**config.mk**
```make
export PLATFORM = sky130hd
export DESIGN_NAME = mem_arbiter
export DESIGN_NICKNAME = d
export VERILOG_FILES = /design/src/rtl/mem_arbiter.sv
export SDC_FILE = /design/constraint.sdc
export NUM_CORES = 1
export LEC_CHECK = 0
export CORE_ASPECT_RATIO = 0.75
export CORE_MARGIN = 2
export CORE_UTILIZATION = 40
export DETAILED_ROUTE_END_ITERATION = 8
export PLACE_DENSITY = 0.77
export SLEW_MARGIN = 20
export SYNTH_ARGS = -nofsm -noshare
export SYNTH_HDL_FRONTEND = slang
export SYNTH_SLANG_ARGS = --single-unit
```
**constraint.sdc**
```tcl
create_clock -name clk -period 2.4 [get_ports clk]
set_input_delay 0.48 -clock clk [delete_from_list [all_inputs] [get_ports clk]]
set_output_delay 0.48 -clock clk [all_outputs]
set_load 0.02 [all_outputs]
```
**src/rtl/mem_arbiter.sv**
```systemverilog
// Arbitrates the single-port data RAM between instruction fetch (I, read-only)
// and the memory stage (D, load/store), with D-side lane steering and alignment.
module mem_arbiter #(
    parameter int unsigned STARVE_LIMIT = 4,
    parameter int unsigned ADDR_W       = 32
) (
    input  logic              clk,
    input  logic              reset,
    input  logic              i_req_i,
    input  logic [ADDR_W-1:0] i_addr_i,
    output logic [31:0]       i_rdata_o,
    output logic              i_rvalid_o,
    output logic              i_busy_o,
    input  logic              d_read_i,
    input  logic              d_write_i,
    input  logic [ADDR_W-1:0] d_addr_i,
    input  logic [31:0]       d_wdata_i,
    input  logic [2:0]        d_funct3_i,
    output logic [31:0]       d_rdata_o,
    output logic              d_done_o,
    output logic              d_err_o,
    output logic              d_busy_o,
    output logic              ram_req_o,
    output logic              ram_we_o,
    output logic [ADDR_W-1:0] ram_addr_o,
    output logic [31:0]       ram_wdata_o,
    output logic [3:0]        ram_be_o,
    input  logic              ram_ready_i,
    input  logic [31:0]       ram_rdata_i,
    input  logic              ram_rvalid_i
);
    localparam int unsigned CNT_W = 4;

    typedef enum logic [1:0] {IDLE, REQ, RESP} state_t;

    state_t             state_q;
    logic [CNT_W-1:0]   starve_q;
    logic               owner_d_q;
    logic [1:0]         shift_q;

    logic               d_req;
    logic               starve_hit;
    logic               grant_d;
    logic               grant_i;
    logic               d_misalign;
    logic [3:0]         d_be;
    logic [31:0]        d_wdata;
    logic               unused_bits;

    assign unused_bits = ^{d_funct3_i[2], i_addr_i[1:0]};

    assign d_req      = d_read_i | d_write_i;
    assign starve_hit = i_req_i && (starve_q == CNT_W'(STARVE_LIMIT));
    assign grant_d    = d_req && !starve_hit;
    assign grant_i    = i_req_i && !grant_d;

    assign d_busy_o = d_req & ~d_done_o;
    assign i_busy_o = i_req_i & ~i_rvalid_o;

    // Store lane steering and alignment check; reads always enable all lanes
    always_comb begin
        d_be       = 4'b1111;
        d_wdata    = d_wdata_i;
        d_misalign = 1'b0;
        case (d_funct3_i[1:0])
            2'b00: begin
                d_be    = 4'b0001 << d_addr_i[1:0];
                d_wdata = {4{d_wdata_i[7:0]}};
            end
            2'b01: begin
                d_be       = 4'b0011 << {d_addr_i[1], 1'b0};
                d_wdata    = {2{d_wdata_i[15:0]}};
                d_misalign = d_addr_i[0];
            end
            2'b10:   d_misalign = (d_addr_i[1:0] != 2'b00);
            default: d_misalign = 1'b1;
        endcase
        if (!d_write_i) begin
            d_be = 4'b1111;
        end
    end

    always_ff @(posedge clk) begin
        if (reset) begin
            state_q     <= IDLE;
            starve_q    <= '0;
            owner_d_q   <= 1'b0;
            shift_q     <= 2'b00;
            i_rdata_o   <= '0;
            i_rvalid_o  <= 1'b0;
            d_rdata_o   <= '0;
            d_done_o    <= 1'b0;
            d_err_o     <= 1'b0;
            ram_req_o   <= 1'b0;
            ram_we_o    <= 1'b0;
            ram_addr_o  <= '0;
            ram_wdata_o <= '0;
            ram_be_o    <= '0;
        end else begin
            i_rvalid_o <= 1'b0;
            d_done_o   <= 1'b0;
            d_err_o    <= 1'b0;
            case (state_q)
                IDLE: begin
                    if (grant_d) begin
                        // A misaligned access still counts against I's wait
                        if (!i_req_i) begin
                            starve_q <= '0;
                        end else if (starve_q != CNT_W'(STARVE_LIMIT)) begin
                            starve_q <= starve_q + CNT_W'(1);
                        end
                        if (d_misalign) begin
                            d_done_o  <= 1'b1;
                            d_err_o   <= 1'b1;
                            d_rdata_o <= '0;
                        end else begin
                            owner_d_q   <= 1'b1;
                            shift_q     <= d_addr_i[1:0];
                            ram_req_o   <= 1'b1;
                            ram_we_o    <= d_write_i;
                            ram_addr_o  <= {d_addr_i[ADDR_W-1:2], 2'b00};
                            ram_wdata_o <= d_write_i ? d_wdata : 32'h0;
                            ram_be_o    <= d_be;
                            state_q     <= REQ;
                        end
                    end else if (grant_i) begin
                        starve_q    <= '0;
                        owner_d_q   <= 1'b0;
                        ram_req_o   <= 1'b1;
                        ram_we_o    <= 1'b0;
                        ram_addr_o  <= {i_addr_i[ADDR_W-1:2], 2'b00};
                        ram_wdata_o <= '0;
                        ram_be_o    <= 4'b1111;
                        state_q     <= REQ;
                    end else begin
                        starve_q <= '0;
                    end
                end
                REQ: begin
                    if (ram_ready_i) begin
                        ram_req_o <= 1'b0;
                        if (ram_we_o) begin
                            d_done_o <= 1'b1;
                            state_q  <= IDLE;
                        end else begin
                            state_q <= RESP;
                        end
                    end
                end
                RESP: begin
                    if (ram_rvalid_i) begin
                        state_q <= IDLE;
                        if (owner_d_q) begin
                            d_done_o  <= 1'b1;
                            d_rdata_o <= ram_rdata_i >> {shift_q, 3'b000};
                        end else begin
                            i_rvalid_o <= 1'b1;
                            i_rdata_o  <= ram_rdata_i;
                        end
                    end
                end
                default: state_q <= IDLE;
            endcase
        end
    end
endmodule

```
==> impl_metrics.toml <==
[clocking]
clockRootBuffer = "clkbuf_16"
cts_buffer_depth = 2
hold_buffers = 0
post_cts_buffers = 0
cts_buffers = 17
htree_levels = 4
cts_resized = 1
numClockSinks = 144
path_clk_slew_ns = 0.06
cts_tree = "built"
clk_latency_ns = 0.42

[synthesis]
synthMuxAreaShare = 0.07081
synthAdderAreaFrac = 0.004012
synth_xor_area_frac = 0
synthCells = 720
ys_types = 51
syn_area_per_cell_um2 = 8.663
async_reset_ff_frac = 0
yosysTopAreaCell = "dfxtp_1"
synthFlopType = "dfxtp_1"
synth-simple-area-share = 0.2160
yosys.area.top_type_share = 0.4622
synth_edf_count = 0
netlist_area_um2 = 6237
synth_area_leaders = "dfxtp_1, nand2_1, mux2i_1"
ys_warn_count = 0
synthTopCellsByCount = "nand2_1, dfxtp_1, nor2_1"
synth-compound-area-share = 0.1974
ys_ff_latch = 144
yosysMostFrequentCell = "nand2_1"
synth_top_family_by_area = "simple AND/OR/NAND/NOR gates"
ys_seq_area_frac = 0.4622

[routing]
post_drt_wl_per_cell_um = 16.97
vias_per_cell = 5.204
drtPass1Iterations = 5
drt_iter0_drc = 364
routed_wl_um = 20350
drc = 0
ant_nets = 0
vias = 6239

[timing]
setup_ws_ns = 0.1198
fin_skew_ns = 0.006555
layout_min_cycle_time_ns = 2.280
worstMarginPinSlew_ns = 0.8926
hold_viol_final = 0
max_freq_ghz = 0.4386
slew_headroom = 0.4028
setup_viol_count_final = 0
drv_slew = 0
fin_crit_sh = 0.9501
rsz0062_at_grt = "no"

[setup_path]
r2r_cells = 8
crit_family = "buffers and inverters"
cpPeakStageDelay_ns = 0.61
worstSetupPathType = "in -> out"
cp.required_ns = 1.92
endpoint_kind = "output port"
rrSetupSlack_ns = 0.45
arrival_ns = 1.80
crit_chain = "clkdlybuf4s50_1 > nor2b_1 > clkdlybuf4s50_1"
r2r-end = "ram_addr_o[6]$_SDFFE_PP0P_"
worst_setup_path_start_kind = "primary input"
crit_path_top_delay_cell = "clkdlybuf4s50_1"
cp_num_buf_inv = 2
critPathMostFrequentCell = "clkdlybuf4s50_1"
crit_fanout = 3
rr_startpoint = "starve_q[0]$_SDFFE_PP0P_"

[hold_path]
hold_path_class = "in -> reg"
worstHoldStart = "reset"
min_to = "d_rdata_o[22]$_SDFFE_PP0P_"
worstHoldPathCells = 2

[placed_design]
place.gp.congestion = 0.9078
dp_hpwl_um = 14550
place_inst = 1167
place_area_um2 = 9213
portBuffers = 271
dp_slack_ns = -0.01336

[power]
seq_power_share = 0.369
p_int_uw = 5205
power.density_nw_per_um2 = 720.6
leakagePower_uw = 0.003681
p_sw_frac = 0.2697
clockPowerShare = 0.432
power.switching_uw = 1923
pwr-share-comb = 0.199
vdd_ir_drop_max_mv = 0.5134
totalPowerFinal_uw = 7128

[outcome]
status = "complete, no violations"

[grt]
grt.overflow.total = 0
grt_pass1_vias = 5995
antenna_found_initial = 0
grtUsageTotal = 0.2421
grt_max_degree = 66
grt_pass1_wl_um = 32130

[finish]
multiInputGateArea_um2 = 3068
final_cells = 1199
final_core_util = 0.6497
seq_area_um2 = 2883
syn_to_final_growth_pct = 58.60
nFillCells = 1257
final_area_um2 = 9892
drive_gt1_frac = 0.09256
diodes = 0
nets = 1121

[floorplanning]
chipWidth_um = 148.2
rows = 39
start_util = 0.4097
die_height_um = 112.1
core_um2 = 15220
die_area_um2 = 16620
ios = 277

[run]
maxCapViolations = 0
-- cell type report --
type | instances | area share
sequential | 144 | 0.2914
multi-input combinational | 514 | 0.3101
clock buffer | 17 | 0.04301
timing repair buffer | 300 | 0.3022
clock inverter | 15 | 0.02580
tap | 205 | 0.02593
inverter | 4 | 0.001518
-- worst max-delay path by stage --
stage	slack [ns]	cells past startpoint	from	end
final	0.12	3	i_req_i	i_busy_o
after global routing	0.07	3	i_req_i	i_busy_o
after CTS	0.13	3	i_req_i	i_busy_o
after detailed placement	-0.01	8	d_addr_i[0]	d_rdata_o[21]$_SDFFE_PP0P_
after global placement	0.04	4	d_write_i	d_busy_o
after floorplan	0.48	9	d_read_i	ram_addr_o[17]$_SDFFE_PP0P_
-- routing by layer --
metal / track usage / wire (um)
met5: 0 / 0
met3: 0.08211 / 1776
met2: 0.3719 / 8947
met4: 0.06794 / 342
met1: 0.3258 / 9285
-- cells by family after synthesis --
group           count (synthesis)
mux                            44
buf+inv                        63
other cells                     1
fa+ha+maj                       2
flops                         144
compound gates                157
simple gates                  309
-- worst register-to-register path, stage by stage (launching register included) --
cell,delay (ns)
dfxtp_1,0.33
inv_1,0.09
ha_1,0.19
nand4b_2,0.13
and2_1,0.21
a21oi_4,0.22
buf_12,0.29
nor2_1,0.12
a311oi_1,0.27
-- cell usage in the layout (no fill, tap or decap), types with 2 or more instances in the layout --
cell	count
conb_1	2
clkdlybuf4s50_1	269
a311oi_2	10
a22oi_1	9
o2bb2ai_1	7
inv_6	4
a311oi_1	20
or2_1	2
buf_4	25
nand2_1	157
clkbuf_16	17
ha_1	2
dfxtp_1	144
o21ai_0	11
nor2_1	80
o22ai_1	9
nor4_1	2
nand3b_1	10
o2bb2ai_2	9
nor3_1	22
or3_1	8
a211oi_1	11
bufinv_16	6
inv_1	4
a22o_1	16
buf_12	5
nor3b_2	2
nand3_1	9
clkinvlp_4	2
a21oi_1	46
mux2i_1	43
nand2b_1	2
nor2b_1	4
and2_1	2
-- through the flow --
stage               hold WS, ns  TNS [ns]
detailed placement       0.4461  -0.02247
floorplan                0.4714         0
global route             0.4436         0
finish                   0.4426         0
CTS                      0.4330         0
global placement         0.4377         0
-- registers in the layout, indices dropped and copies added (netlist names), 2 cells and up --
name         cells
starve_q         4
shift_q          2
i_rdata_o       32
ram_addr_o      30
state_q          2
d_rdata_o       32
ram_be_o         4
ram_wdata_o     32
-- power groups by stage --
stage	Clock, uW	Sequential (uW)	Combinational, uW
floorplan	0	2850	540
global placement	0	2680	1400
detailed placement	0	2680	1420
CTS	3110	2630	1420
global route	3230	2650	1530
finish	3080	2630	1420
Power figures use the tool's default switching activity.
==> patch 1, RTL diff (same settings) <==
Change the parameter `ADDR_W` from 32 to 48.
--- a/src/rtl/mem_arbiter.sv
+++ b/src/rtl/mem_arbiter.sv
@@ -2,7 +2,7 @@
 // and the memory stage (D, load/store), with D-side lane steering and alignment.
 module mem_arbiter #(
     parameter int unsigned STARVE_LIMIT = 4,
-    parameter int unsigned ADDR_W       = 32
+    parameter int unsigned ADDR_W       = 48
 ) (
     input  logic              clk,
     input  logic              reset,
Interface: changed (resized d_addr_i, i_addr_i and ram_addr_o); port bits go from 277 to 325. No check against the original RTL was run, so the function may have changed too.
==> patch 1 against the original RTL <==
  * Wire length grew 9.3%
  * Via count is 7.5% higher
  * Sequential cell count rose by 16
  * Count of clock-buffer cells in the layout is 2 higher
  * Synthesized area increased by 11%
  * Final area increased by 11%
  * Setup slack got worse by 54 ps
  * Non-clock buffer count is 53 higher
  * Total power increased by 3.3%
  * Critical endpoint unchanged
  * Largest cell class is now buffers
==> patch 1: results (changes against the original RTL) <==
stage,metric,value,unit,change
worst_setup_path,Setup crit end,i_busy_o,,unchanged
global_routing,Global Route met3 Usage,8.17,%,was 8.21%
worst_setup_path,Worst R2R Path Depth,4,,was 8
logic_synthesis,ys async rst share,0,%,unchanged
route,met3 WL,1950,um,was 1780 um
logic_synthesis,synth top area cells,"dfxtp_1 (46%), mux2i_1 (13%), nand2_1 (5.1%)",,"was dfxtp_1 (46%), nand2_1 (9.4%), mux2i_1 (6.9%)"
logic_synthesis,"Distinct cells, synth",49,,was 51
logic_synthesis,Post-Synth Adder-Cell Area,0.363,%,was 0.401%
global_routing,met2 Usage GRT,37.1,%,was 37.2%
placement,HPWL after detailed placement,16500,um,"was 14,500 um"
route,WL met2,10100,um,was 8950 um
global_routing,initial antenna violation count,0,,unchanged
clock_network,Setup Buffers After CTS,0,,unchanged
global_routing,met1 usage,30.1,%,was 32.6%
worst_setup_path,Worst R2R End,ram_wdata_o[29],,was ram_addr_o[6]
global_routing,vias in the first global route,6360,,"was 5,995"
timing,Worst slew margin,31.0,%,was 40.3%
logic_synthesis,register area share after synthesis,46.4,%,was 46.2%
worst_setup_path,reg2reg setup slack,360,ps,was 450 ps
power_and_ir_drop,Peak VDD IR,0.460,mV,was 0.513 mV
worst_hold_path,worst hold path type,reg -> reg,,was in -> reg
logic_synthesis,post-synthesis mux area share,12.9,%,was 7.08%
power_and_ir_drop,Sequential Power,2.96,mW,was 2.63 mW
logic_synthesis,Post-Syn Instances,753,,was 720
worst_hold_path,Hold Path Origin,d_rdata_o[16],,was reset
worst_setup_path,worst path arrival time,1850,ps,was 1800 ps
cells_and_area,final net count,1235,,"was 1,121"
power_and_ir_drop,P_sw,2.15,mW,was 1.92 mW
route,initial DRC count,416,,was 364
global_routing,gr usage total,23.5,%,was 24.2%
power_and_ir_drop,Lkg Pwr,4.21,nW,was 3.68 nW
global_routing,first-pass GRT wire length,34200,um,"was 32,100 um"
placement,post-placement cell count,1259,,"was 1,167"
power_and_ir_drop,Reg power frac,40.2,%,was 36.9%
route,WL per Instance,17.2,um,was 17.0 um
route,WL met1,9730,um,was 9290 um
logic_synthesis,commonest cells in the synthesized netlist,"dfxtp_1 (160), nand2_1 (93), nor2_1 (92), mux2i_1 (88), a21oi_1 (45)",,"was nand2_1 (157), dfxtp_1 (144), nor2_1 (81), a21oi_1 (46), mux2i_1 (43)"
placement,final RePlAce weighted congestion,0.916,,was 0.908
placement,placed cell area,0.0104,mm^2,was 0.00921 mm^2
logic_synthesis,Compound-Gate Fraction of Synth Area,19.7,%,about the same
timing,final hold slack,451,ps,was 443 ps
status,outcome,finished clean,,unchanged
route,vias per inst,5.20,,about the same
worst_setup_path,worst r2r src,state_q[0],,was starve_q[0]
route,Post-Route WL,22200,um,"was 20,400 um"
global_routing,largest net degree at the start of global routing,56,,was 66
timing,clock skew,10.2,ps,was 6.55 ps
cells_and_area,layout cell share with drive strength beyond 1,9.20,%,was 9.26%
power_and_ir_drop,Clk power,2.64,mW,was 3.08 mW
worst_hold_path,Worst Hold Endpoint,d_rdata_o[16],,was d_rdata_o[22]
placement,IO buf count,319,,was 271
patch 1: changes by cell type in the layout (fill, tap and decap cells not counted), sizes merged, moves of 16 or more:
cell	before	now
a211oi	11	54
a311oi	30	4
clkdlybuf4s50	269	317
dfxtp	144	160
mux2i	43	88
nand2	157	93
patch 1: timing repair:
action | in CTS | in global routing
gates resized for setup | 1 | 0
endpoints found under the setup margin | 1 | 0
hold buffers | 0 | 0
patch 1: area by class of cell:
type / instances / area, um^2
clock buffers: 19 / 443
clock inverters: 13 / 130
fillers: 1396 / 5890
inverters: 5 / 18.8
multi-input cells: 526 / 3400
flip-flops and latches: 160 / 3200
well taps: 215 / 269
repair buffers: 353 / 3520
patch 1: worst max-delay path: stages:
cell and delay [ps]:
clkdlybuf4s50_1 580, nor2b_1 180, clkdlybuf4s50_1 610
patch 1: stage by stage:
step / setup WS (ps) / utilization, %
after floorplan: 474 / -
after global placement: -128 / 61.7
after detailed placement: -126 / 61.7
after CTS: 55.8 / 65.1
after global routing: 38.5 / 65.1
final: 65.6 / 65.1
==> patch 2, RTL diff (same settings) <==
Made on the original files. Reset style: asynchronous (`reset`), changed in one clocked block.
--- a/src/rtl/mem_arbiter.sv
+++ b/src/rtl/mem_arbiter.sv
@@ -80,7 +80,7 @@
         end
     end
 
-    always_ff @(posedge clk) begin
+    always_ff @(posedge clk or posedge reset) begin
         if (reset) begin
             state_q     <= IDLE;
             starve_q    <= '0;
Formal check against the unedited RTL: differs if reset is asserted again (counterexample within 4 cycles, from zero or initial values and one cycle with reset high); with reset held inactive, the same outputs for 4 cycles.
==> patch 2 against the original RTL <==
  * Sequential cell count is the same
  * Setup slack lost 27 ps
  * Wire length down 0.28%
  * Synthesized area grew 13%
  * Clock skew increased by 8.7 ps
  * Synthesized cell count fell by 25%
  * First-iteration DRC count down 40%
  * Final area is 8.7% higher
  * Critical path type unchanged
  * Critical endpoint unchanged
  * Largest cell class is now registers
Power is not compared: it rests on default switching activity, and its combinational part moved more than twofold at a synthesized area within 25%.
==> patch 2: results (changes against the original RTL) <==
stage,metric,value,unit,change
status,outcome,finished clean,,unchanged
cells_and_area,layout cell share with drive strength beyond 1,24.1,%,was 9.26%
route,initial DRC count,219,,was 364
global_routing,gr usage total,21.9,%,was 24.2%
placement,HPWL after detailed placement,15100,um,"was 14,500 um"
logic_synthesis,register area share after synthesis,51.0,%,was 46.2%
worst_setup_path,Worst R2R Path Depth,7,,was 8
worst_hold_path,worst hold path type,reg -> reg,,was in -> reg
global_routing,largest net degree at the start of global routing,75,,was 66
route,via count,5447,,"was 6,239"
timing,clock skew,15.3,ps,was 6.55 ps
worst_setup_path,worst path arrival time,1830,ps,was 1800 ps
logic_synthesis,Synth warnings,0,,unchanged
logic_synthesis,commonest cells in the synthesized netlist,"dfrtp_1 (144), mux2_2 (90), mux2i_1 (51), mux2_4 (37), nor2_1 (27)",,"was nand2_1 (157), dfxtp_1 (144), nor2_1 (81), a21oi_1 (46), mux2i_1 (43)"
logic_synthesis,"Distinct cells, synth",47,,was 51
route,first drt pass iteration count,4,,was 5
global_routing,first-pass GRT wire length,31700,um,"was 32,100 um"
route,vias per inst,5.06,,was 5.20
cells_and_area,Fill cells,1371,,"was 1,257"
route,Post-Route WL,20300,um,"was 20,400 um"
placement,Place WS,-37.9,ps,was -13.4 ps
placement,final RePlAce weighted congestion,0.859,,was 0.908
logic_synthesis,Post-Syn Instances,539,,was 720
placement,IO buf count,271,,unchanged
placement,post-placement cell count,1045,,"was 1,167"
logic_synthesis,synth top area cells,"dfrtp_1 (51%), mux2_2 (14%), mux2_4 (7.9%)",,"was dfxtp_1 (46%), nand2_1 (9.4%), mux2i_1 (6.9%)"
global_routing,vias in the first global route,5771,,"was 5,995"
worst_setup_path,CP Max Fanout,3,,unchanged
timing,Worst slew margin,43.2,%,was 40.3%
logic_synthesis,ys async rst share,100,%,was 0%
## patch 2: changes by cell type in the layout (fill, tap and decap cells not counted), sizes merged, moves of 9 or more
cell | unedited run | this run
dfrtp | 0 | 144
dfxtp | 144 | 0
nand2 | 157 | 26
mux2 | 1 | 128
nor2 | 82 | 28
a21oi | 47 | 1
a311oi | 30 | 0
nor3 | 22 | 2
inv | 9 | 25
nand3b | 10 | 0
a22oi | 9 | 0
## patch 2: area by class of cell
class / instances / area [um^2] / area share [%]
well taps: 242 / 303 / 2.82
flip-flops and latches: 144 / 3600 / 33.5
clock buffers: 17 / 425 / 3.96
repair buffers: 301 / 3040 / 28.2
clock inverters: 15 / 165 / 1.54
multi-input cells: 341 / 3150 / 29.3
inverters: 17 / 67.6 / 0.628
## patch 2: worst paths after layout
check                           endpoint  slack (ps)        start
min in group asynchronous  d_rdata_o[27]         520        reset
max                             i_busy_o          90      i_req_i
max reg2reg                  ram_be_o[3]         400  starve_q[0]
min                            ram_req_o         480    ram_req_o
min reg2reg                    ram_req_o         480    ram_req_o
max in group asynchronous  d_rdata_o[15]        1480        reset
## patch 2: repair_timing
action                     4_1_cts  5_1_grt
gates resized for setup          1        0
buffers inserted                 0        0
setup endpoints to repair        1        0
## patch 2: through the flow
stage	hold WS (ps)	util, %	total power [mW]	area (um^2)
3_3_place_gp	467	58.1	10.7	10200
6_report	484	61.5	13.5	10800
4_1_cts	490	61.5	13.6	10800
5_1_grt	517	61.5	14.1	10800
2_1_floorplan	487	-	7.91	7080
3_5_place_dp	470	58.1	10.9	10200
## patch 2: report_power, final
group          internal [mW]  switching, mW
registers               3.48          0.639
clock network           1.48           1.17
logic                   3.55           3.17
## patch 2: worst reg2reg max path, delay by kind of cell (launching register included)
family | cells | cell delay, ps
flops | 1 | 430
simple gates | 2 | 300
fa+ha+maj | 1 | 160
compound gates | 1 | 300
mux | 1 | 360
buf+inv | 2 | 320
## patch 2: metal layers
layer	global-route usage, %	wire, um	up-vias
met2	35.5	9950	189
met3	5.97	1250	27
met1	28.7	8770	2729
li1	-	-	2502
met5	0	0	-
met4	6.65	329	0
## patch 2: logic make-up after synthesis
group           after synthesis  share of synthesized area (%)
mux                         179                           29.6
flops                       144                           51.0
simple gates                 83                           5.91
compound gates               75                           8.58
buf+inv                      55                           4.58
fa+ha+maj                     2                          0.354
other cells                   1                         0.0530
